### src/rtl/vga_port_arbiter_if.sv
// ============================================================================
// vga_port_arbiter_if : requester-side and VGA-side bus of the plot port arbiter
// Rev 1.0
// ============================================================================
`default_nettype none

interface vga_port_arbiter_if #(
  parameter int NUM_REQ = 3
);
  logic [NUM_REQ-1:0]   req;
  logic [NUM_REQ-1:0]   rel;
  logic [NUM_REQ-1:0]   plot_en;
  logic [9*NUM_REQ-1:0] x_in;
  logic [8*NUM_REQ-1:0] y_in;
  logic [3*NUM_REQ-1:0] color_in;
  logic [NUM_REQ-1:0]   grant;
  logic                 vga_plot;
  logic [8:0]           vga_x;
  logic [7:0]           vga_y;
  logic [2:0]           vga_color;
  logic                 busy;
  logic                 timeout;

  modport master (
    output req, rel, plot_en, x_in, y_in, color_in,
    input  grant, vga_plot, vga_x, vga_y, vga_color, busy, timeout
  );

  modport slave (
    input  req, rel, plot_en, x_in, y_in, color_in,
    output grant, vga_plot, vga_x, vga_y, vga_color, busy, timeout
  );
endinterface

`default_nettype wire

### src/rtl/vga_port_arbiter.sv
// ============================================================================
// vga_port_arbiter : round-robin burst arbiter for the shared VGA plot port
// Rev 1.0
// ============================================================================
`default_nettype none

module vga_port_arbiter #(
  parameter int NUM_REQ   = 3,
  parameter int MAX_BURST = 76800,
  parameter int CNT_W     = 17
) (
  input  logic               clock_i,
  input  logic               reset_i,
  vga_port_arbiter_if.slave  port_io
);

  localparam int               IDX_W      = $clog2(NUM_REQ);
  localparam logic [CNT_W-1:0] BURST_LAST = CNT_W'(MAX_BURST - 1);
  localparam logic [IDX_W-1:0] IDX_LAST   = IDX_W'(NUM_REQ - 1);

  typedef enum logic [1:0] {
    ST_IDLE    = 2'd0,
    ST_GRANTED = 2'd1,
    ST_GAP     = 2'd2
  } state_e;

  state_e             state_q, state_d;
  logic [NUM_REQ-1:0] grant_q, grant_d;
  logic [IDX_W-1:0]   owner_q, owner_d;
  logic [IDX_W-1:0]   rr_ptr_q, rr_ptr_d;
  logic [CNT_W-1:0]   burst_cnt_q, burst_cnt_d;
  logic               vga_plot_q, vga_plot_d;
  logic [8:0]         vga_x_q, vga_x_d;
  logic [7:0]         vga_y_q, vga_y_d;
  logic [2:0]         vga_color_q, vga_color_d;
  logic               timeout_q, timeout_d;

  logic [8:0]         w_x     [NUM_REQ];
  logic [7:0]         w_y     [NUM_REQ];
  logic [2:0]         w_color [NUM_REQ];
  logic               w_found;
  logic [IDX_W-1:0]   w_win;
  int                 w_idx;
  logic               w_rel;
  logic               w_wdog;

  for (genvar i = 0; i < NUM_REQ; i++) begin : g_unpack
    assign w_x[i]     = port_io.x_in[9*i +: 9];
    assign w_y[i]     = port_io.y_in[8*i +: 8];
    assign w_color[i] = port_io.color_in[3*i +: 3];
  end

  // First requesting index at or after rr_ptr, wrapping modulo NUM_REQ.
  always_comb begin
    w_found = 1'b0;
    w_win   = '0;
    w_idx   = 0;
    for (int k = 0; k < NUM_REQ; k++) begin
      w_idx = (int'(rr_ptr_q) + k) % NUM_REQ;
      if (!w_found && port_io.req[w_idx]) begin
        w_found = 1'b1;
        w_win   = IDX_W'(w_idx);
      end
    end
  end

  assign w_rel  = port_io.rel[owner_q];
  assign w_wdog = (burst_cnt_q == BURST_LAST);

  always_comb begin
    state_d     = state_q;
    grant_d     = grant_q;
    owner_d     = owner_q;
    rr_ptr_d    = rr_ptr_q;
    burst_cnt_d = burst_cnt_q;
    vga_plot_d  = 1'b0;
    vga_x_d     = vga_x_q;
    vga_y_d     = vga_y_q;
    vga_color_d = vga_color_q;
    timeout_d   = 1'b0;

    case (state_q)
      ST_IDLE: begin
        if (w_found) begin
          grant_d     = NUM_REQ'(1) << w_win;
          owner_d     = w_win;
          rr_ptr_d    = (w_win == IDX_LAST) ? '0 : w_win + 1'b1;
          burst_cnt_d = '0;
          state_d     = ST_GRANTED;
        end
      end
      ST_GRANTED: begin
        vga_plot_d  = port_io.plot_en[owner_q];
        if (port_io.plot_en[owner_q]) begin
          vga_x_d     = w_x[owner_q];
          vga_y_d     = w_y[owner_q];
          vga_color_d = w_color[owner_q];
        end
        burst_cnt_d = burst_cnt_q + 1'b1;
        // The exit-cycle pixel above is still written; a release wins over the watchdog.
        if (w_rel || !port_io.req[owner_q] || w_wdog) begin
          grant_d   = '0;
          state_d   = ST_GAP;
          timeout_d = w_wdog && !w_rel;
        end
      end
      ST_GAP: begin
        grant_d = '0;
        state_d = ST_IDLE;
      end
      default: begin
        grant_d = '0;
        state_d = ST_IDLE;
      end
    endcase
  end

  always_ff @(posedge clock_i) begin
    if (reset_i) begin
      state_q     <= ST_IDLE;
      grant_q     <= '0;
      owner_q     <= '0;
      rr_ptr_q    <= '0;
      burst_cnt_q <= '0;
      vga_plot_q  <= 1'b0;
      vga_x_q     <= '0;
      vga_y_q     <= '0;
      vga_color_q <= '0;
      timeout_q   <= 1'b0;
    end else begin
      state_q     <= state_d;
      grant_q     <= grant_d;
      owner_q     <= owner_d;
      rr_ptr_q    <= rr_ptr_d;
      burst_cnt_q <= burst_cnt_d;
      vga_plot_q  <= vga_plot_d;
      vga_x_q     <= vga_x_d;
      vga_y_q     <= vga_y_d;
      vga_color_q <= vga_color_d;
      timeout_q   <= timeout_d;
    end
  end

  assign port_io.grant     = grant_q;
  assign port_io.vga_plot  = vga_plot_q;
  assign port_io.vga_x     = vga_x_q;
  assign port_io.vga_y     = vga_y_q;
  assign port_io.vga_color = vga_color_q;
  assign port_io.busy      = (state_q != ST_IDLE);
  assign port_io.timeout   = timeout_q;

endmodule

`default_nettype wire

### src/flat_wrapper.sv
// flat-port wrapper written by rule: the top's interface ports become plain ports
module vga_port_arbiter_flat 
#(
  parameter int NUM_REQ   = 3,
  parameter int MAX_BURST = 76800,
  parameter int CNT_W     = 17
)
  (clock_i, reset_i, port_io_req, port_io_rel, port_io_plot_en, port_io_x_in, port_io_y_in, port_io_color_in, port_io_grant, port_io_vga_plot, port_io_vga_x, port_io_vga_y, port_io_vga_color, port_io_busy, port_io_timeout);
  vga_port_arbiter_if #(.NUM_REQ(NUM_REQ)) port_io_i ();
  input  logic clock_i;
  input  logic reset_i;
  input wire logic [$bits(port_io_i.req)-1:0] port_io_req;
  input wire logic [$bits(port_io_i.rel)-1:0] port_io_rel;
  input wire logic [$bits(port_io_i.plot_en)-1:0] port_io_plot_en;
  input wire logic [$bits(port_io_i.x_in)-1:0] port_io_x_in;
  input wire logic [$bits(port_io_i.y_in)-1:0] port_io_y_in;
  input wire logic [$bits(port_io_i.color_in)-1:0] port_io_color_in;
  output wire logic [$bits(port_io_i.grant)-1:0] port_io_grant;
  output wire logic [$bits(port_io_i.vga_plot)-1:0] port_io_vga_plot;
  output wire logic [$bits(port_io_i.vga_x)-1:0] port_io_vga_x;
  output wire logic [$bits(port_io_i.vga_y)-1:0] port_io_vga_y;
  output wire logic [$bits(port_io_i.vga_color)-1:0] port_io_vga_color;
  output wire logic [$bits(port_io_i.busy)-1:0] port_io_busy;
  output wire logic [$bits(port_io_i.timeout)-1:0] port_io_timeout;
  assign port_io_i.req = port_io_req;
  assign port_io_i.rel = port_io_rel;
  assign port_io_i.plot_en = port_io_plot_en;
  assign port_io_i.x_in = port_io_x_in;
  assign port_io_i.y_in = port_io_y_in;
  assign port_io_i.color_in = port_io_color_in;
  assign port_io_grant = port_io_i.grant;
  assign port_io_vga_plot = port_io_i.vga_plot;
  assign port_io_vga_x = port_io_i.vga_x;
  assign port_io_vga_y = port_io_i.vga_y;
  assign port_io_vga_color = port_io_i.vga_color;
  assign port_io_busy = port_io_i.busy;
  assign port_io_timeout = port_io_i.timeout;
  vga_port_arbiter #(.NUM_REQ(NUM_REQ), .MAX_BURST(MAX_BURST), .CNT_W(CNT_W)) u_core (.clock_i(clock_i), .reset_i(reset_i), .port_io(port_io_i));
endmodule
### config.mk
export PLATFORM = sky130hd
export DESIGN_NAME = vga_port_arbiter_flat
export DESIGN_NICKNAME = d
export VERILOG_FILES = /design/src/rtl/vga_port_arbiter_if.sv /design/src/rtl/vga_port_arbiter.sv /design/src/flat_wrapper.sv
export SDC_FILE = /design/constraint.sdc
export NUM_CORES = 1
export LEC_CHECK = 0
export ABC_CLOCK_PERIOD_IN_PS = 1700
export BUFFER_PORTS_ARGS = -buffer_cell sky130_fd_sc_hd__buf_2
export CAP_MARGIN = 0
export CORE_MARGIN = 1.5
export CORE_UTILIZATION = 45
export DETAILED_ROUTE_END_ITERATION = 10
export PLACE_DENSITY_LB_ADDON = 0.3
export SYNTH_ARGS = -nofsm -noshare
export SYNTH_HDL_FRONTEND = slang
export SYNTH_SLANG_ARGS = --single-unit
### constraint.sdc
create_clock -name clock_i -period 1.7 [get_ports clock_i]
set_input_delay 0.255 -clock clock_i [delete_from_list [all_inputs] [get_ports clock_i]]
set_output_delay 0.255 -clock clock_i [all_outputs]
set_load 0.05 [all_outputs]
Word level (Yosys, flattened, before mapping)
Cells that the tools add are included.
{ "word_totals": {"register_bits": 48, "latchBits": 0, "ramBits": 0, "romBits": 0, "elab_cells": 88, "memories": 0} }
{ "classes": {"n_addsub": 4, "mul": 0, "div": 3, "n_lt_le_gt_ge": 5, "eq_ne": 5, "n_shift": 1, "muxes": 39, "bitwise": 3, "reduce_logical": 18} }
{ "op_table": {"columns": ["op", "n"], "rows": [
  ["$lt 32x4->1 const B", 3],
  ["$mod 32x3->32 const B", 2],
  ["$pmux 17 s2", 1],
  ["$mod 3x3->32 const B", 1],
  ["$bmux 9 s2", 1],
  ["$mux 9", 2],
  ["$add 17x1->17 const B", 1],
  ["$eq 17x17->1 const B", 1],
  ["$mux 17", 1],
  ["$bmux 8 s2", 1],
  ["$mux 8", 2],
  ["$bmux 1 s2", 6],
  ["$mux 1", 12],
  ["$mux 2", 6],
  ["$mux 3", 4],
  ["$reduce_and 2->1", 4],
  ["$bmux 3 s2", 1],
  ["$pmux 3 s2", 1],
  ["$logic_not 1->1", 4],
  ["$ne 2x1->1 const B", 2],
  ["$pmux 2 s2", 1],
  ["$reduce_bool 2->1", 2],
  ["$add 2x1->3 const B", 1],
  ["$add 2x2->3 const B", 1],
  ["13 further kinds", 17]
]} }

Logic depth before layout (Yosys ltp)
{ "depth": {"word_depth": 14, "mapped_depth": 9, "ltp_nobuf": 7} }

Worst setup path before layout
No wires, ideal clock.
{ "synth_path": {"path_type": "register to register", "startpoint": "register u_core.rr_ptr_q[0]", "endpoint": "register u_core.owner_q[1]", "setup_ps": 70, "arrival_ps": 1687, "path_slack_ps": -57, "stages_incl_launch_ff": 8, "path_buffers": 1, "period_less_slack_ps": 1757, "cell_sequence": "dfxtp_1 inv_1 ha_1 a21boi_2 o31ai_4 buf_6 nand2_1 a21oi_2"} }
{ "synth_between": {"elab_chain_len": 12, "elab_cells_between_ends": 25, "cone_classes": "add/sub: 2; div: 3; mux: 15; reduce/logical: 5"} }
{ "synth_lines": {"columns": ["element", "line_no", "source"], "rows": [
  ["from (decl)", "vga_port_arbiter.sv:30", "logic [IDX_W-1:0] rr_ptr_q, rr_ptr_d;"],
  ["from (signal assigned)", "vga_port_arbiter.sv:134", "rr_ptr_q <= rr_ptr_d;"],
  ["parallel branches: the longest is 12 deep, another holds $mod 32x3->32", null, null],
  ["to (signal assigned)", "vga_port_arbiter.sv:133", "owner_q <= owner_d;"],
  ["to (decl)", "vga_port_arbiter.sv:29", "logic [IDX_W-1:0] owner_q, owner_d;"]
]} }
Parallel ways; which one is timed is not known. The select of a mux whose other input is x is not followed.
A chain may end at the register's enable or synchronous reset.

Final worst setup path
{ "layout_path": {"startpoint": "register u_core.rr_ptr_q[1]", "endpoint": "register u_core.grant_q[1], in the netlist u_core.port_io.grant[1]"} }
{ "layout_between": {"elab_chain_len": 14, "elab_cells_between_ends": 29, "cone_classes": "add/sub: 2; div: 3; eq/ne: 1; shift: 1; mux: 17; reduce/logical: 5"} }
{ "layout_lines": {"columns": ["element", "line_no", "source"], "rows": [
  ["parallel branches: the longest is 14 deep, another holds $mod 32x3->32", null, null],
  ["to (signal assigned)", "vga_port_arbiter.sv:132", "grant_q <= grant_d;"],
  ["to (decl)", "vga_port_arbiter.sv:28", "logic [NUM_REQ-1:0] grant_q, grant_d;"]
]} }
Parallel ways; which one is timed is not known. The select of a mux whose other input is x is not followed.

==> impl_metrics.json <==
{
  "leakage_nw": 1.61,
  "detail_route.wl_per_cell_um": 14.8,
  "fin_crit_ns": 1.83,
  "ys_types": 65,
  "dp_hpwl_um": 5500,
  "totalWireLength_um": 7660,
  "mappedNetlistArea_sq_um": 2810,
  "antenna_found_initial": 0,
  "io_pins": 97,
  "period_share_pct": 108,
  "worst_slack_ns": -0.131,
  "synth_edf_count": 0,
  "clockBufferDepth": 2,
  "place_inst": 503,
  "ant_nets": 0,
  "required_ns": 1.96,
  "synth.most_common_cell": "nor2_1",
  "path_max_fanout": 4,
  "tightest_slew_ns": 0.464,
  "die-area_sq_um": 6720,
  "gp_congestion": 0.800,
  "start_util_pct": 47.1,
  "drive_above_1_share_pct": 47.7,
  "core_sq_um": 5960,
  "power_density_nw_per_um2": 1730,
  "via_per_inst": 5.45,
  "n_antenna_cell": 0,
  "fin_skew_ns": 0.0103,
  "instances_no_fill": 517,
  "avgSynthCellArea_sq_um": 8.85,
  "yosys-top-cells-count": "nor2_1 (52), dfxtp_1 (48), mux2i_1 (24)",
  "outcome": "finished with violations",
  "yosysSeqAreaShare_pct": 34.2,
  "port-buffer-count": 96,
  "crit_family": "compound AO/OA/AOI/OAI gates",
  "ys.flop_type": "dfxtp_1",
  "grt.overflow.total": 0,
  "cp_num_buf_inv": 2,
  "grt_pass1_vias": 2542,
  "finalSetupViolCount": 24,
  "ys_top_cells_by_area": "dfxtp_1 (34%), mux2i_1 (8.6%), nor2_1 (7.0%)",
  "num_rows": 28,
  "timing.fmax_mhz": 546,
  "slowest_stage": "dfxtp_4",
  "area_delta_synth_final_pct": 40.3,
  "drcViolationCount": 0,
  "die_y_um": 82.0,
  "clk_latency_ns": 0.32,
  "crit_type": "reg -> reg",
  "clkTransAtPathRegs_ns": 0.10,
  "grt_usage_pct": 22.3,
  "yosysTopAreaCell": "dfxtp_1",
  "rsz0062_at_grt": "yes",
  "cts_buffers": 5,
  "cap_violations": 0,
  "cts-root-buf": "clkbuf_8",
  "yosysWarnings": 0,
  "holdCritPathClass": "in -> reg",
  "crit_path_start_kind": "flip-flop",
  "cp_data_arrival_time_ns": 2.09,
  "synth_fp_nets": 393,
  "synth_top_area_share_pct": 34.2,
  "via_count": 2819,
  "synth_cells": 317,
  "finalHoldViolCount": 0,
  "firstDrtPassIters": 4,
  "tritoncts": "yes",
  "end_kind": "flip-flop",
  "async_reset_ff_share_pct": 0,
  "vdd_drop_max_uv": 1010,
  "first_iter_violations": 111,
  "grt_max_degree": 41,
  "layout.nets": 517,
  "crit_chain": "inv_4, ha_4, mux2i_4, o21ai_4, buf_12, or3_4, o22ai_4, a22o_1",
  "maxSlewHeadroom_pct": 68.9,
  "yosys_register_bits": 48,
  "chipWidth_um": 82.0,
  "htreeDepth": 2,
  "regToRegSetupSlack_ns": -0.13,
  "grt_pass1_wl_um": 11500,
  "finalPower_w": 0.00680,
  "clock-sinks": 48,
  "finalMaxSlewViolations": 0,
  "violations": "setup timing",
  "critPathMaxStageDelay_ns": 0.38
}
## registers in the layout, summed over array words and instances, names as in the netlist
register,cells
u_core.state_q,2
u_core.burst_cnt_q,17
u_core.port_io.vga_y,8
u_core.port_io.vga_plot,1
u_core.rr_ptr_q,2
u_core.port_io.vga_x,9
u_core.port_io.timeout,1
u_core.port_io.vga_color,3
u_core.owner_q,2
u_core.port_io.grant,3
## path summary, 6_finish.rpt
check | start | end | cells after the start
setup / recovery | u_core.rr_ptr_q[1] | u_core.port_io.grant[1] | 8
setup reg to reg | u_core.rr_ptr_q[1] | u_core.port_io.grant[1] | 8
hold reg to reg | u_core.port_io.grant[2] | u_core.port_io.grant[2] | 1
hold / removal | port_io_x_in[16] | u_core.port_io.vga_x[7] | 3
## cell type report
class | count | area, sq um
clock buffers | 5 | 68.8
flip-flops and latches | 48 | 968
fillers | 495 | 2020
inverters | 6 | 27.5
clock inverters | 3 | 45.0
repair buffers | 138 | 847
well taps | 75 | 93.8
multi-input cells | 242 | 1890
## tightest hold or removal path, stage by stage
cell and delay (ns):
buf_2 0.10, a21oi_1 0.11, a211oi_1 0.07
## repair_timing
action,CTS,global route
hold buffers,0,0
pin swaps,12,16
buffers inserted,4,2
gates resized for setup,18,19
setup endpoints to repair,23,44
## power by group
| group | switching, W | leakage (nW) | internal [W] | total, W |
|---|---|---|---|---|
| clock | 0.000435 | 0.0591 | 0.000445 | 0.000880 |
| sequential | 0.000186 | 0.392 | 0.00141 | 0.00159 |
| combinational | 0.00256 | 1.16 | 0.00177 | 0.00433 |
| total | 0.00318 | 1.61 | 0.00362 | 0.00680 |
## cell families (layout without fill, tap and decap cells)
kind of cell               Yosys count  after routing  synth area share, %
and+or+nand+nor                    122            122                 23.2
AOI/OAI and AO/OA                   85             85                 23.8
xor gates and xnor gates             4              4                 1.25
muxes                               26             26                 9.45
buffers and inverters               27            152                 5.80
adders and majority gates            5              5                 2.23
DFF                                 48             48                 34.2
## cells in the final DEF, fill, tap and decap left out, drive strengths merged, types with 4 or more instances in the layout
master and n:
nand3 15, nor2 53, dfxtp 48, nor3 4
buf 138, nand4 6, and3 4, o31ai 4
clkbuf 5, nand2 17, xor2 4, inv 8
a211oi 21, or2 4, ha 5, o21ai 4
a22o 4, a21oi 30, mux2i 25
## stage by stage
step                area, sq um  utilization, %  hold WS [ns]  worst slack [ns]  setup TNS [ns]
floorplan                  2870               -         0.445           0.00820               0
global placement           3600            60.4         0.456            -0.124          -0.928
detailed placement         3600            60.4         0.454            -0.172           -1.59
CTS                        3840            64.4         0.260            -0.110           -1.09
global route               3940            66.1         0.264            -0.197           -5.69
finish                     3940            66.1         0.254            -0.131           -1.87
## per-layer routing
metal  GRT usage (%)  routed length, um  share of wire, %
met4            7.97                106               1.4
met1            26.5               3340                44
met3            5.33                534               7.0
met2            38.7               3680                48
met5               0                  0                 0
Note: power is estimated with default switching activity, not from simulation.
